[src/rtl/vrased_pkg.sv]
// Shared encodings for the VRASED reset controller: FSM states and cause bit layout.
package vrased_pkg;

    localparam logic [1:0] ST_IDLE   = 2'd0;
    localparam logic [1:0] ST_ASSERT = 2'd1;
    localparam logic [1:0] ST_WAIT   = 2'd2;

    localparam int CAUSE_W       = 7;
    localparam int CAUSE_XSTACK  = 0;
    localparam int CAUSE_AC      = 1;
    localparam int CAUSE_ATOMIC  = 2;
    localparam int CAUSE_DMA_AC  = 3;
    localparam int CAUSE_DMA_DET = 4;
    localparam int CAUSE_DMA_XS  = 5;
    localparam int CAUSE_TIMEOUT = 6;

    localparam int TMR_W = 8;

endpackage

[src/rtl/vrased_rst_timer.sv]
// Loadable down-counter with zero flag; shared by the reset hold and the WAIT timeout.
module vrased_rst_timer
    import vrased_pkg::*;
(
    input  logic             clk,
    input  logic             reset_n,
    input  logic             load,
    input  logic [TMR_W-1:0] load_val,
    input  logic             dec,
    output logic             zero
);

    logic [TMR_W-1:0] count;

    always_ff @(posedge clk or negedge reset_n) begin
        if (!reset_n) begin
            count <= '0;
        end else if (load) begin
            count <= load_val;
        end else if (dec && (count != '0)) begin
            count <= count - 1'b1;
        end
    end

    assign zero = (count == '0);

endmodule

[src/rtl/vrased_reset_ctrl.sv]
// VRASED reset controller: holds the core in reset after a monitor violation and
// waits for the PC to reach the reset handler, re-asserting on timeout.
//
// state     | meaning
// ST_IDLE   | no reset pending; cause_clr honoured here
// ST_ASSERT | puc_req high, hold timer counting down
// ST_WAIT   | puc_req low, waiting for pc==RESET_HANDLER or timeout
module vrased_reset_ctrl
    import vrased_pkg::*;
#(
    parameter logic [15:0] RESET_HANDLER = 16'h0000,
    parameter int          HOLD_CYCLES   = 4,
    parameter int          WAIT_TIMEOUT  = 16
) (
    input  logic               clk,
    input  logic               reset_n,
    input  logic [5:0]         viol,
    input  logic [15:0]        pc,
    input  logic               swatt_exec,
    input  logic               cause_clr,
    output logic               puc_req,
    output logic [CAUSE_W-1:0] cause,
    output logic               cause_valid,
    output logic [7:0]         viol_cnt,
    output logic               att_abort,
    output logic               busy
);

    logic [1:0]         state, state_nxt;
    logic [CAUSE_W-1:0] cause_nxt;
    logic [7:0]         cnt_nxt;
    logic               tmr_load, tmr_dec, tmr_zero;
    logic [TMR_W-1:0]   tmr_val;
    logic               enter, timeout;

    vrased_rst_timer u_timer (
        .clk      (clk),
        .reset_n  (reset_n),
        .load     (tmr_load),
        .load_val (tmr_val),
        .dec      (tmr_dec),
        .zero     (tmr_zero)
    );

    always_comb begin
        state_nxt = state;
        cause_nxt = cause;
        cnt_nxt   = viol_cnt;
        tmr_load  = 1'b0;
        tmr_val   = '0;
        tmr_dec   = 1'b0;
        enter     = 1'b0;
        timeout   = 1'b0;
        case (state)
            ST_IDLE: begin
                if (cause_clr) begin
                    cause_nxt = '0;
                    cnt_nxt   = '0;
                end
                if (viol != '0) enter = 1'b1;
            end
            ST_ASSERT: begin
                cause_nxt[5:0] = cause[5:0] | viol;
                if (tmr_zero) begin
                    state_nxt = ST_WAIT;
                    tmr_load  = 1'b1;
                    tmr_val   = TMR_W'(WAIT_TIMEOUT - 1);
                end else begin
                    tmr_dec = 1'b1;
                end
            end
            ST_WAIT: begin
                // A fresh violation outranks the handler match.
                if (viol != '0) begin
                    enter = 1'b1;
                end else if (pc == RESET_HANDLER) begin
                    state_nxt = ST_IDLE;
                    tmr_load  = 1'b1;
                end else if (tmr_zero) begin
                    enter   = 1'b1;
                    timeout = 1'b1;
                end else begin
                    tmr_dec = 1'b1;
                end
            end
            default: state_nxt = ST_IDLE;
        endcase

        if (enter) begin
            state_nxt      = ST_ASSERT;
            cause_nxt[5:0] = cause_nxt[5:0] | viol;
            if (timeout) cause_nxt[CAUSE_TIMEOUT] = 1'b1;
            tmr_load       = 1'b1;
            tmr_val        = TMR_W'(HOLD_CYCLES - 1);
            if (cnt_nxt != 8'hFF) cnt_nxt = cnt_nxt + 8'd1;
        end
    end

    always_ff @(posedge clk or negedge reset_n) begin
        if (!reset_n) begin
            state       <= ST_IDLE;
            puc_req     <= 1'b0;
            cause       <= '0;
            cause_valid <= 1'b0;
            viol_cnt    <= '0;
            att_abort   <= 1'b0;
            busy        <= 1'b0;
        end else begin
            state       <= state_nxt;
            puc_req     <= (state_nxt == ST_ASSERT);
            cause       <= cause_nxt;
            cause_valid <= |cause_nxt;
            viol_cnt    <= cnt_nxt;
            att_abort   <= enter & swatt_exec;
            busy        <= (state_nxt != ST_IDLE);
        end
    end

endmodule

[config.mk]
export PLATFORM = sky130hd
export DESIGN_NAME = vrased_reset_ctrl
export DESIGN_NICKNAME = d
export VERILOG_FILES = /design/src/rtl/vrased_pkg.sv /design/src/rtl/vrased_rst_timer.sv /design/src/rtl/vrased_reset_ctrl.sv
export SDC_FILE = /design/constraint.sdc
export NUM_CORES = 1
export LEC_CHECK = 0
export BUFFER_PORTS_ARGS = -buffer_cell sky130_fd_sc_hd__buf_2
export CAP_MARGIN = 20
export CORE_ASPECT_RATIO = 1.75
export CORE_MARGIN = 2
export CORE_UTILIZATION = 52
export CTS_CLUSTER_DIAMETER = 150
export DETAILED_ROUTE_END_ITERATION = 8
export PLACE_DENSITY = 0.81
export SYNTH_ARGS = -nofsm -noshare
export SYNTH_HDL_FRONTEND = slang
export SYNTH_SLANG_ARGS = --single-unit
[constraint.sdc]
create_clock -name clk -period 2.6 [get_ports clk]
set_input_delay 0.39 -clock clk [delete_from_list [all_inputs] [get_ports clk]]
set_output_delay 0.39 -clock clk [all_outputs]
set_load 0.01 [all_outputs]
==> summary.md, run 1 <==
| Metric | Value |
|---|---|
| R2R cell count | 10 |
| Layout cells sized above 1 | 0.326 |
| Clock Pin Slew Worst Setup and Hold Paths | 0.06 ns |
| Pint | 1.28 mW |
| Smallest setup slack after layout | 0.210 ns |
| Number of global-route vias before repair | 1702 |
| DP Worst Slack | 0.0356 ns |
| Worst IR Drop VDD | 0.674 mV |
| Most used routing layer | met2 |
| Post-DP Area | 0.00195 mm2 |
| CTS sink count | 29 |
| Reg-to-Reg Start | state[0] |
| Share of synthesized registers carrying an async set or reset | 1.00 |
| Netlist cell types | 52 |
| Die Area | 0.00375 mm2 |
| Core Rows | 27 |
| Syn avg cell area | 9.98 um2 |
| Worst Setup EP | viol_cnt[1] |
| CP startpoint | state[0] |
| Grt met3 use | 0.0566 |
| RSZ-0062 raised after global routing | no |
| WP depth | 10 |
| Total of max-cap violations | 0 |
| CTS tree | done |
| Post-layout util | 0.653 |
| Syn Nets | 203 |
| Seq/Total Area, Yosys | 0.428 |
| Port bufs | 44 |
| Antenna violations before repair | 0 |
| Cell Area, Synth | 0.00170 mm2 |
| Fillers | 280 |
| Power per cell area | 1110 mW/mm2 |
| Sequential power share | 0.326 |
| Routing usage on met2 | 0.508 |
| Crit. End Element | register |
| H-Tree Depth | 2 |
| Final setup violation count | 0 |
| Critical path's top delay family | simple AND/OR/NAND/NOR gates |
| Fin. Hold Viols | 0 |
| Worst hold path type | primary input to async pin |
| Final Cycle Share | 0.919 |
| WL per Instance | 16.5 um |
| Via count | 1586 |
| Largest net degree at the start of global routing | 30 |
| Synth top area share | 0.428 |
| Post-route cell area | 0.00205 mm2 |
| Total power | 2.28 mW |
| TritonRoute pass-1 iters | 4 |
| CTS Buffer Depth | 2 |
| Die width | 47.2 um |
| Cells after Synth | 170 |
| Count leader, synth | dfrtp_1 |
| Die Ht | 79.6 um |
| Slowest-stage cell, CP | dfrtp_1 |
| CP Cell Sequence | inv_1, ha_2, nand2_2, and2_1, ha_1, and3_1, nand3_1, nor2_1, nor2_2, mux2_2 |
| Worst Tran Pin Value | 0.667 ns |
| CP max FO | 7 |
| Area grow syn2layout | 20.9% |
| Required time of the critical path | 2.77 ns |
| RePlAce Congestion | 0.858 |
| Flops & latches, synth | 29 |
| Clk_skew | 0.00577 ns |
| Residual DRC | 0 |
| Worst-Skew Late Latency | 0.28 ns |
| Fin crit period | 2.39 ns |
| Setup TNS | 0 ns |
| Max-slew violation count | 0 |
| Grt total ovfl | 0 |
| Core area | 0.00314 mm2 |
| Nets | 250 |
| Crit path DAT | 2.56 ns |
| Max Freq | 418 MHz |
| Number of vias per cell | 6.08 |
| Crit path launch type | register |
| Top post-synthesis cells by area | dfrtp_1, ha_1, a22o_1 |
| Clock share of power | 0.155 |
| Sw Pwr | 1.00 mW |
| DRT iter0 DRCs | 21 |
| Inserted Clock Buffers | 5 |
| I/O pin total | 45 |
| First-pass GRT wire length | 7380 um |
| Reg2reg setup slack | 0.21 ns |
| Starting Density | 0.540 |
| Routed Wire Length | 4320 um |
| Area leader, netlist | dfrtp_1 |
| N_diodes | 0 |
| Synth top cells by count | dfrtp_1, nand2_1, nor2_1 |
| GRT Resource Usage Total | 0.271 |
| Pleak | 0.883 nW |
| Clock root cell | clkbuf_8 |
| CP Buf/Inv Count | 1 |
| DRT antenna net count | 0 |
| Setup CP Type | register to register |
| Placed wire-length estimate | 3390 um |
| RR Endpoint | viol_cnt[1] |
| Combinational Power Share | 0.519 |
| Crit-path max cell delay | 0.43 ns |
| Met1 GRT Util | 0.259 |
| Status | complete, no violations |
| Sw Share | 0.439 |
| EDFF count, synth | 0 |
| Ys Warns | 0 |
| Dominant synthesized flop cell | dfrtp_1 |
| Worst slew margin | 0.556 |
flip-flops by register name, indices dropped and copies added, names as in the netlist:
signal / count
puc_req: 1
att_abort: 1
viol_cnt: 8
cause_valid: 1
state: 2
busy: 1
cause: 7
u_timer.count: 8
power groups by stage:
stage               logic (mW)  clock network, mW  registers (mW)
floorplan                0.812                  0           0.763
global placement          1.10                  0           0.736
detailed placement        1.16                  0           0.752
CTS                       1.17              0.362           0.744
global route              1.32              0.390           0.772
finish                    1.19              0.354           0.745
kinds of logic (layout without fill, tap and decap cells):
kind of cell,after synthesis,in the layout,synth area share
compound gates,48,48,0.212
fa+ha+maj,7,7,0.0516
xor+xnor,2,2,0.0103
mux,1,1,0.00664
buf+inv,13,61,0.0369
flops,29,29,0.428
simple gates,70,70,0.254
layout make-up:
cell class | instances | area, um2 | share of cell area
clock buffers | 6 | 72.6 | 0.0354
clock inverters | 2 | 10.0 | 0.00488
multi-input cells | 128 | 923 | 0.450
repair buffers | 47 | 243 | 0.118
flip-flops and latches | 29 | 726 | 0.354
well taps | 43 | 53.8 | 0.0262
inverters | 6 | 22.5 | 0.0110
per-layer routing:
layer	up-vias	share of wire
li1	755	-
met1	772	0.36
met2	47	0.58
met3	12	0.033
met4	0	0.028
met5	-	0
how the worst min path moves through the flow:
stage	start	depth (start not counted)	slack [ns]	end
3_5_place_dp	reset_n	1	0.46	viol_cnt[6]
2_1_floorplan	reset_n	0	0.09	att_abort
3_3_place_gp	reset_n	1	0.44	viol_cnt[6]
6_report	reset_n	1	0.14	att_abort
4_1_cts	reset_n	1	0.16	u_timer.count[7]
5_1_grt	reset_n	1	0.18	att_abort
stage by stage:
stage	instances	hold WS [ns]
floorplan	170	0.0944
global placement	253	0.441
detailed placement	253	0.455
CTS	261	0.156
global route	261	0.176
finish	261	0.141
repair_timing:
action	in CTS	in global routing
endpoints found under the setup margin	0	7
buffers inserted	0	0
hold buffers	0	0
gates resized for setup	0	4
layout by cell type, fill, tap and decap left out, types with 3 or more instances in the layout:
cell	netlist	routed
buf_2	1	44
dfrtp_1	29	29
nand2_1	9	8
nor2_1	8	7
nor3_1	7	7
a21oi_1	7	7
inv_1	6	6
a22o_1	6	6
ha_1	7	6
nor4_1	5	5
and2_1	5	5
and3_1	5	5
nand3_1	5	5
o21ai_0	5	5
clkbuf_8	0	5
or4_1	4	4
o211ai_1	4	4
o21a_1	3	3
o41ai_1	3	3
a41oi_1	3	3
a211oi_1	3	3
o31ai_1	3	3
or4_2	3	3
buf_4	1	3
Note: power is estimated with default switching activity, not from simulation.
==> run 2, diff against run 1 <==
Settings changed: RECOVER_POWER set to 25.
==> summary.md, run 2 (synthesis gave the netlist of run 1 again) <==
| Metric | Value |
|---|---|
| Status | finished, violations left (was complete, no violations) |
| Failing checks | max-capacitance violations, max-slew violations |
| Slowest-stage cell, CP | dfrtp_1 (unchanged) |
| Final Cycle Share | 0.919 (unchanged) |
| Number of global-route vias before repair | 1702 (unchanged) |
| Setup TNS | 0 ns (unchanged) |
| Number of vias per cell | 6.08 (unchanged) |
| Commonest non-fill, non-tap cell in the layout | buf_2 (unchanged) |
| TritonRoute pass-1 iters | 4 (unchanged) |
| Placed Cells incl. Taps | 253 (unchanged) |
| Fin. Hold Viols | 0 (unchanged) |
| Worst-Skew Late Latency | 0.28 ns (about the same) |
| Die width | 47.2 um (unchanged) |
| Area grow syn2layout | 20.8% (was 20.9%) |
| DRT antenna net count | 0 (unchanged) |
| Starting Density | 0.540 (unchanged) |
| Fillers | 281 (was 280) |
| Total of max-cap violations | 1 (was 0) |
| DRT iter0 DRCs | 21 (unchanged) |
| Via count | 1586 (unchanged) |
| Pleak | 0.880 nW (was 0.883 nW) |
| Placed wire-length estimate | 3390 um (unchanged) |
| H-Tree Depth | 2 (unchanged) |
| Residual DRC | 0 (unchanged) |
| Fin crit period | 2.39 ns (unchanged) |
| I/O pin total | 45 (unchanged) |
| Clock root cell | clkbuf_8 (unchanged) |
| Core area | 0.00314 mm2 (unchanged) |
| CP Buf/Inv Count | 1 (unchanged) |
| Crit. End Element | register (unchanged) |
| Worst hold path type | primary input to register (was primary input to async pin) |
| Crit-path max cell delay | 0.43 ns (about the same) |
| Total power | 2.28 mW (about the same) |
| Inserted Clock Buffers | 5 (unchanged) |
| RSZ-0062 raised after global routing | no (unchanged) |
| First-pass GRT wire length | 7380 um (unchanged) |
| Commonest non-fill, non-tap cells in the layout | buf_2, dfrtp_1, nand2_1 (unchanged) |
| GRT Resource Usage Total | 0.271 (unchanged) |
| Post-layout util | 0.652 (was 0.653) |
| Die Ht | 79.6 um (unchanged) |
| Routed Wire Length | 4320 um (about the same) |
| Crit path launch type | register (unchanged) |
| Max Freq | 418 MHz (unchanged) |
| Worst Tran Pin Value | 1.59 ns (was 0.667 ns) |
| CP Cell Sequence | inv_1, ha_2, nand2_2, and2_1, ha_1, and3_1, nand3_1, nor2_1, nor2_2, mux2_2 (unchanged) |
| Die Area | 0.00375 mm2 (unchanged) |
| Core Rows | 27 (unchanged) |
| RePlAce Congestion | 0.858 (unchanged) |
| WL per Instance | 16.5 um (about the same) |
| Largest net degree at the start of global routing | 30 (unchanged) |
| CTS Buffer Depth | 2 (unchanged) |
| Required time of the critical path | 2.77 ns (about the same) |
| N_diodes | 0 (unchanged) |
| Setup CP Type | register to register (unchanged) |
| Worst slew margin | -0.0619 (was 0.556) |
| Grt total ovfl | 0 (unchanged) |
| Largest registers | u_timer.count x8, viol_cnt x8, cause x7 (unchanged) |
| Layout cells sized above 1 | 0.321 (was 0.326) |
| Antenna violations before repair | 0 (unchanged) |
| Max-slew violation count | 30 (was 0) |
| Clock Pin Slew Worst Setup and Hold Paths | 0.06 ns (about the same) |
| CTS sink count | 29 (unchanged) |
| Nets | 250 (unchanged) |
| Critical path's top delay family | simple AND/OR/NAND/NOR gates (unchanged) |
| CTS tree | done (unchanged) |
| Power per cell area | 1110 mW/mm2 (about the same) |
| Crit path DAT | 2.56 ns (about the same) |
| Final setup violation count | 0 (unchanged) |
| Final Non-Filler Cells | 261 (unchanged) |
| Worst IR Drop VDD | 0.674 mV (about the same) |
| Clk_skew | 0.00577 ns (unchanged) |
| Port bufs | 44 (unchanged) |
| CP max FO | 7 (unchanged) |
run 2: path summary, 6_finish.rpt:
check                                 from  slack, ns  depth (start not counted)     endpoint
min in group asynchronous          reset_n       0.50                          1    att_abort
worst max register to register    state[0]       0.21                         10  viol_cnt[1]
worst min-delay path            swatt_exec       0.32                          2    att_abort
worst min register to register    cause[0]       0.53                          1     cause[0]
max in group asynchronous          reset_n       1.17                          1     cause[1]
worst max-delay path              state[0]       0.21                         10  viol_cnt[1]
run 2: power breakdown:
group	switching, mW	total (mW)	internal [mW]
registers	0.135	0.745	0.610
logic	0.698	1.19	0.488
clock network	0.169	0.354	0.185
run 2: through the flow:
stage                     area, um2  worst slack [ns]  hold slack, ns
after floorplan                1700             0.354          0.0944
after global placement         1950             0.196           0.441
after detailed placement       1950            0.0356           0.455
after CTS                      2040            0.0240           0.156
after global routing           2050            0.0604           0.327
final                          2050             0.210           0.317
run 2: cell type report:
| cell class | instances | area, um2 | share of cell area |
|---|---|---|---|
| inverters | 6 | 22.5 | 0.0110 |
| flip-flops and latches | 29 | 726 | 0.354 |
| clock inverters | 2 | 10.0 | 0.00488 |
| repair buffers | 47 | 241 | 0.118 |
| multi-input cells | 128 | 923 | 0.451 |
| well taps | 43 | 53.8 | 0.0263 |
| clock buffers | 6 | 72.6 | 0.0354 |
run 2: per-layer routing:
metal | routed length (um) | global-route usage | share of wire
met5 | 0 | 0 | 0
met4 | 119 | 0.117 | 0.028
met3 | 142 | 0.0566 | 0.033
met2 | 2520 | 0.508 | 0.58
met1 | 1530 | 0.259 | 0.36
run 2: repair_timing:
action	in CTS	in global routing
setup buffers	0	0
endpoints found under the setup margin	0	7
gates resized for setup	0	4
hold buffers	0	0
